[src/rtl/cfg_initiator.sv]
// cfg_initiator: host-side driver of the UART configuration handshake.
// Sends SYN, DW, PAR, STOP, END packets, each waiting for an 8'hFF ACK.
//
// Ports:
//   clk_i, rst_i            clock, synchronous active-high reset
//   start_i, cfg_i          begin sequence; {data_width, parity, stop_bits}
//   tx_data_o/valid/ready   byte stream towards the UART transmitter
//   rx_data_i, rx_valid_i   byte strobe from the UART receiver
//   busy_o, done_o, error_o sequence status (done pulse, sticky error)
module cfg_initiator #(
    parameter int TIMEOUT_CYCLES = 100000,
    parameter int MAX_RETRIES    = 3
) (
    input  logic       clk_i,
    input  logic       rst_i,
    input  logic       start_i,
    input  logic [5:0] cfg_i,
    output logic [7:0] tx_data_o,
    output logic       tx_valid_o,
    input  logic       tx_ready_i,
    input  logic [7:0] rx_data_i,
    input  logic       rx_valid_i,
    output logic       busy_o,
    output logic       done_o,
    output logic       error_o
);

    localparam int TW = $clog2(TIMEOUT_CYCLES + 1);
    localparam int RW = (MAX_RETRIES > 0) ? $clog2(MAX_RETRIES + 1) : 1;

    localparam logic [TW-1:0] TO_MAX  = TW'(TIMEOUT_CYCLES);
    localparam logic [TW-1:0] TO_LAST = TW'(TIMEOUT_CYCLES - 1);
    localparam logic [RW-1:0] R_MAX   = RW'(MAX_RETRIES);

    localparam logic [7:0] SYN_BYTE = 8'h16;
    localparam logic [7:0] ACK_BYTE = 8'hFF;
    localparam logic [2:0] LAST_IDX = 3'd4;

    typedef enum logic [2:0] {
        S_IDLE,
        S_SEND,
        S_WAIT_ACK,
        S_RETRY,
        S_DONE,
        S_ERROR
    } state_t;

    state_t        state_q, state_d;
    logic [2:0]    idx_q, idx_d;
    logic [RW-1:0] retry_q, retry_d;
    logic [TW-1:0] tmo_q, tmo_d;
    logic [5:0]    cfg_q, cfg_d;
    logic          err_q, err_d;
    logic [7:0]    cur_byte;

    // Packet layout is {4'b0000, option[1:0], id[1:0]}.
    always_comb begin
        cur_byte = 8'h00;
        unique case (idx_q)
            3'd0:    cur_byte = SYN_BYTE;
            3'd1:    cur_byte = {4'b0000, cfg_q[5:4], 2'b01};
            3'd2:    cur_byte = {4'b0000, cfg_q[3:2], 2'b10};
            3'd3:    cur_byte = {4'b0000, cfg_q[1:0], 2'b11};
            default: cur_byte = 8'h00;
        endcase
    end

    always_comb begin
        state_d = state_q;
        idx_d   = idx_q;
        retry_d = retry_q;
        tmo_d   = tmo_q;
        cfg_d   = cfg_q;
        err_d   = err_q;
        unique case (state_q)
            S_IDLE: begin
                if (start_i) begin
                    cfg_d   = cfg_i;
                    err_d   = 1'b0;
                    idx_d   = 3'd0;
                    retry_d = '0;
                    tmo_d   = '0;
                    state_d = S_SEND;
                end
            end
            S_SEND: begin
                if (tx_ready_i) begin
                    tmo_d   = '0;
                    state_d = S_WAIT_ACK;
                end
            end
            S_WAIT_ACK: begin
                if (tmo_q != TO_MAX) begin
                    tmo_d = tmo_q + TW'(1);
                end
                // A reply in the final wait cycle beats the timeout.
                if (rx_valid_i) begin
                    if (rx_data_i == ACK_BYTE) begin
                        retry_d = '0;
                        if (idx_q == LAST_IDX) begin
                            state_d = S_DONE;
                        end else begin
                            idx_d   = idx_q + 3'd1;
                            state_d = S_SEND;
                        end
                    end else begin
                        state_d = S_RETRY;
                    end
                end else if (tmo_q == TO_LAST) begin
                    state_d = S_RETRY;
                end
            end
            S_RETRY: begin
                if (retry_q == R_MAX) begin
                    err_d   = 1'b1;
                    state_d = S_ERROR;
                end else begin
                    retry_d = retry_q + RW'(1);
                    state_d = S_SEND;
                end
            end
            S_DONE:  state_d = S_IDLE;
            S_ERROR: state_d = S_IDLE;
            default: state_d = S_IDLE;
        endcase
    end

    always_ff @(posedge clk_i) begin
        if (rst_i) begin
            state_q <= S_IDLE;
            idx_q   <= 3'd0;
            retry_q <= '0;
            tmo_q   <= '0;
            cfg_q   <= 6'd0;
            err_q   <= 1'b0;
        end else begin
            state_q <= state_d;
            idx_q   <= idx_d;
            retry_q <= retry_d;
            tmo_q   <= tmo_d;
            cfg_q   <= cfg_d;
            err_q   <= err_d;
        end
    end

    assign tx_valid_o = (state_q == S_SEND);
    assign tx_data_o  = tx_valid_o ? cur_byte : 8'h00;
    assign busy_o     = (state_q == S_SEND) || (state_q == S_WAIT_ACK) ||
                        (state_q == S_RETRY);
    assign done_o     = (state_q == S_DONE);
    assign error_o    = err_q;

endmodule

[config.mk]
export PLATFORM = sky130hd
export DESIGN_NAME = cfg_initiator
export DESIGN_NICKNAME = d
export VERILOG_FILES = /design/src/rtl/cfg_initiator.sv
export SDC_FILE = /design/constraint.sdc
export NUM_CORES = 1
export LEC_CHECK = 0
export BUFFER_PORTS_ARGS = -buffer_cell sky130_fd_sc_hd__clkbuf_2
export CAP_MARGIN = 20
export CORE_MARGIN = 2
export CORE_UTILIZATION = 32
export DETAILED_ROUTE_END_ITERATION = 10
export PLACE_DENSITY = 0.46
export SLEW_MARGIN = 15
export SYNTH_ARGS = -nofsm -noshare
export SYNTH_HDL_FRONTEND = slang
export SYNTH_SLANG_ARGS = --single-unit
export TNS_END_PERCENT = 20
[constraint.sdc]
create_clock -name clk_i -period 4.1 [get_ports clk_i]
set_input_delay 0.41 -clock clk_i [delete_from_list [all_inputs] [get_ports clk_i]]
set_output_delay 0.41 -clock clk_i [all_outputs]
set_load 0.01 [all_outputs]
==> results.ini <==
[timing]
finalMaxSlewViolations=0
rsz0062_at_grt=false
worstMarginPinSlew_ns=0.656
setup_violations=0
hold_violations=0
slew-limit-headroom_pct=55.9
fin_skew_ns=0.00369
fin_crit_sh_pct=54.0
max_freq_ghz=0.452
min_period_ns=2.21
setup_ws_ns=1.89
final.setup.tns_ns=0

[clocking]
root_buffer=clkbuf_8
cts_tree=done
clkLatencyLatePin_ns=0.29
cts.repair.resized=0
post_cts_buffers=0
htree_levels=2
cts_hold_repair.buffers=0
cts_buffer_depth=2
clk_pin_slew_ns=0.07
cts_buffers=5
cts_sinks=32

[synth]
synth_seq_cells=32
syn-cell-area_um2=1900
post_synth.cell_area_avg_um2=8.67
yosysSeqAreaShare_pct=33.8
yosys_warnings=0
synth_cell_types=46
synth_edf_count=0
synthCells=219
synthArstFlopShare_pct=0
dominantRegCellSynth=dfxtp_1

[hold_path]
hold_path.class=primary input to flop
hold_start=cfg_i[3]
whs_path_depth=3
holdPathEnd=cfg_q[3]

[critical_path]
slowest_stage=dfxtp_1
end_kind=flop
critPathLaunchType=flop
path_buf_inv=0
crit_path_max_incr_delay_ns=0.71
r2r_cells=4
worstSetupPathType=flop to flop
cp_max_fo=18
worstPathCellList=nand3b_4, a2111o_1, or4_1, a21oi_1
crit_family=compound AO/OA/AOI/OAI gates
crit_start=state_q[0]
r2r-end=tmo_q[15]
r2r_start=state_q[0]
crit_arrival_ns=2.43
critPathRequiredTime_ns=4.32
ff2ff_setup_slack_ns=1.89

[final_layout]
diodes=0
fin_area_um2=2160
drive_above_1_share_pct=17.1
nFillCells=628
layout_commonest_cell=dfxtp_1
nets=271
mostFrequentLayoutCells=dfxtp_1 (32), clkbuf_2 (27), nor2_1 (22), nand3_1 (19), mux2i_1 (13)
syn2layout_area_growth_pct=14.0

[status]
status=complete, no violations

[global_routing]
antenna_found_initial=0
grt_pass1_vias=1432
grt.overflow.total=0
grt_start_max_net_pins=19
grt_pass1_wl_um=6950
grtUsageTotal_pct=13.8

[power]
peakVddDrop_mv=0.118
power_density_nw_per_um2=317
finalPower_mw=0.686
p_leak_nw=0.833

[floorplan]
dieArea_um2=6560
rows=28
fp.dieH_um=81.0
start_util_pct=32.6
core_area_um2=5820
num_io_pins=31
die_w_um=81.0

[routing]
remaining_drc_errors=0
first_pass_iters=4
ant_nets=0
drt-total-wl_um=4210
wl_per_cell_um=13.2
vias=1671
via_per_inst=5.22
drt_iter0_markers=93

[placed_design]
io_buffers=27
place_ws_ns=1.90
post_dp_cell_area_um2=2070
place_hpwl_um=3150
place_congestion=0.792

[flow_run]
maxCapViolations=0

==> area by class of cell <==
cell class                 instances  area [um^2]  area share, %
multi-input combinational        166         1150           53.3
sequential                        32          641           29.6
timing repair buffer              28          143           6.59
tap                               75         93.8           4.34
clock buffer                       6         82.6           3.82
inverter                          11         41.3           1.91
clock inverter                     2         10.0          0.463
==> cells in the mapped netlist (all sizes together) (2+ instances only) <==
cell	count	area [um^2]
xnor2	4	35.0
nor4	3	33.8
or4	5	37.5
nand3	19	95.1
and4	2	17.5
a211oi	7	52.6
nand2b	2	12.5
a2111oi	2	23.8
o31ai	6	45.0
nand4	7	43.8
ha	8	100
nor3	3	15.0
nor2	22	82.6
dfxtp	32	641
nor3b	4	30.0
nor2b	3	18.8
nand3b	9	80.1
buf	5	45.0
or3b	2	17.5
o21ai	2	10.0
a21o	2	15.0
a21oi	11	55.1
a31oi	2	12.5
and3	2	12.5
nand2	9	33.8
clkbuf	7	26.3
mux2i	13	130
or3	2	12.5
a211o	3	26.3
inv	10	37.5
==> stage by stage <==
stage                     hold slack, ns  cells  utilization [%]
final                              0.360    320             37.2
after global routing               0.382    320             37.2
after CTS                          0.351    320             37.2
after detailed placement           0.486    312             35.6
after global placement             0.480    312             35.6
after floorplan                    0.454    221                -
==> how the worst max path moves through the flow <==
stage,endpoint,slack (ns),depth (start not counted)
3_5_place_dp,tmo_q[15],1.90,4
3_3_place_gp,tmo_q[15],1.92,4
4_1_cts,tmo_q[15],1.89,4
6_report,tmo_q[15],1.89,4
5_1_grt,tx_data_o[2],1.70,5
2_1_floorplan,tmo_q[15],2.32,6
==> power breakdown <==
group	switching [mW]	internal, mW	total (mW)
logic	0.0582	0.0411	0.0993
clock network	0.120	0.134	0.254
registers	0.0128	0.320	0.333
==> tightest hold or removal path: stages <==
cell and delay, ns:
clkbuf_2 0.08, mux2i_1 0.05, nor2_1 0.07
==> state kept, by name, summed over array words and instances, names as in the netlist <==
name / flops
state_q: 3
error_o: 1
tmo_q: 17
idx_q: 3
retry_q: 2
cfg_q: 6
==> cells by family (layout without fill, tap and decap cells) <==
logic type / count (synthesis) / after routing / synth area share [%]
AND/OR/NAND/NOR: 94 / 94 / 28.6
AO/OA/AOI/OAI: 44 / 44 / 17.5
flip-flops: 32 / 32 / 33.8
buffers and inverters: 23 / 47 / 5.93
multiplexers: 13 / 13 / 6.86
adder cells (fa/ha/maj): 8 / 8 / 5.27
XOR/XNOR: 4 / 4 / 1.85
other: 1 / 3 / 0.198
==> per-layer routing <==
layer / up-vias / global-route usage, % / wire length (um)
met1: 771 / 19.9 / 2170
met5: - / 0 / 0
met4: 0 / 5.59 / 78
met2: 31 / 19.7 / 1810
met3: 6 / 3.33 / 165
li1: 863 / - / -
Power figures use the tool's default switching activity.
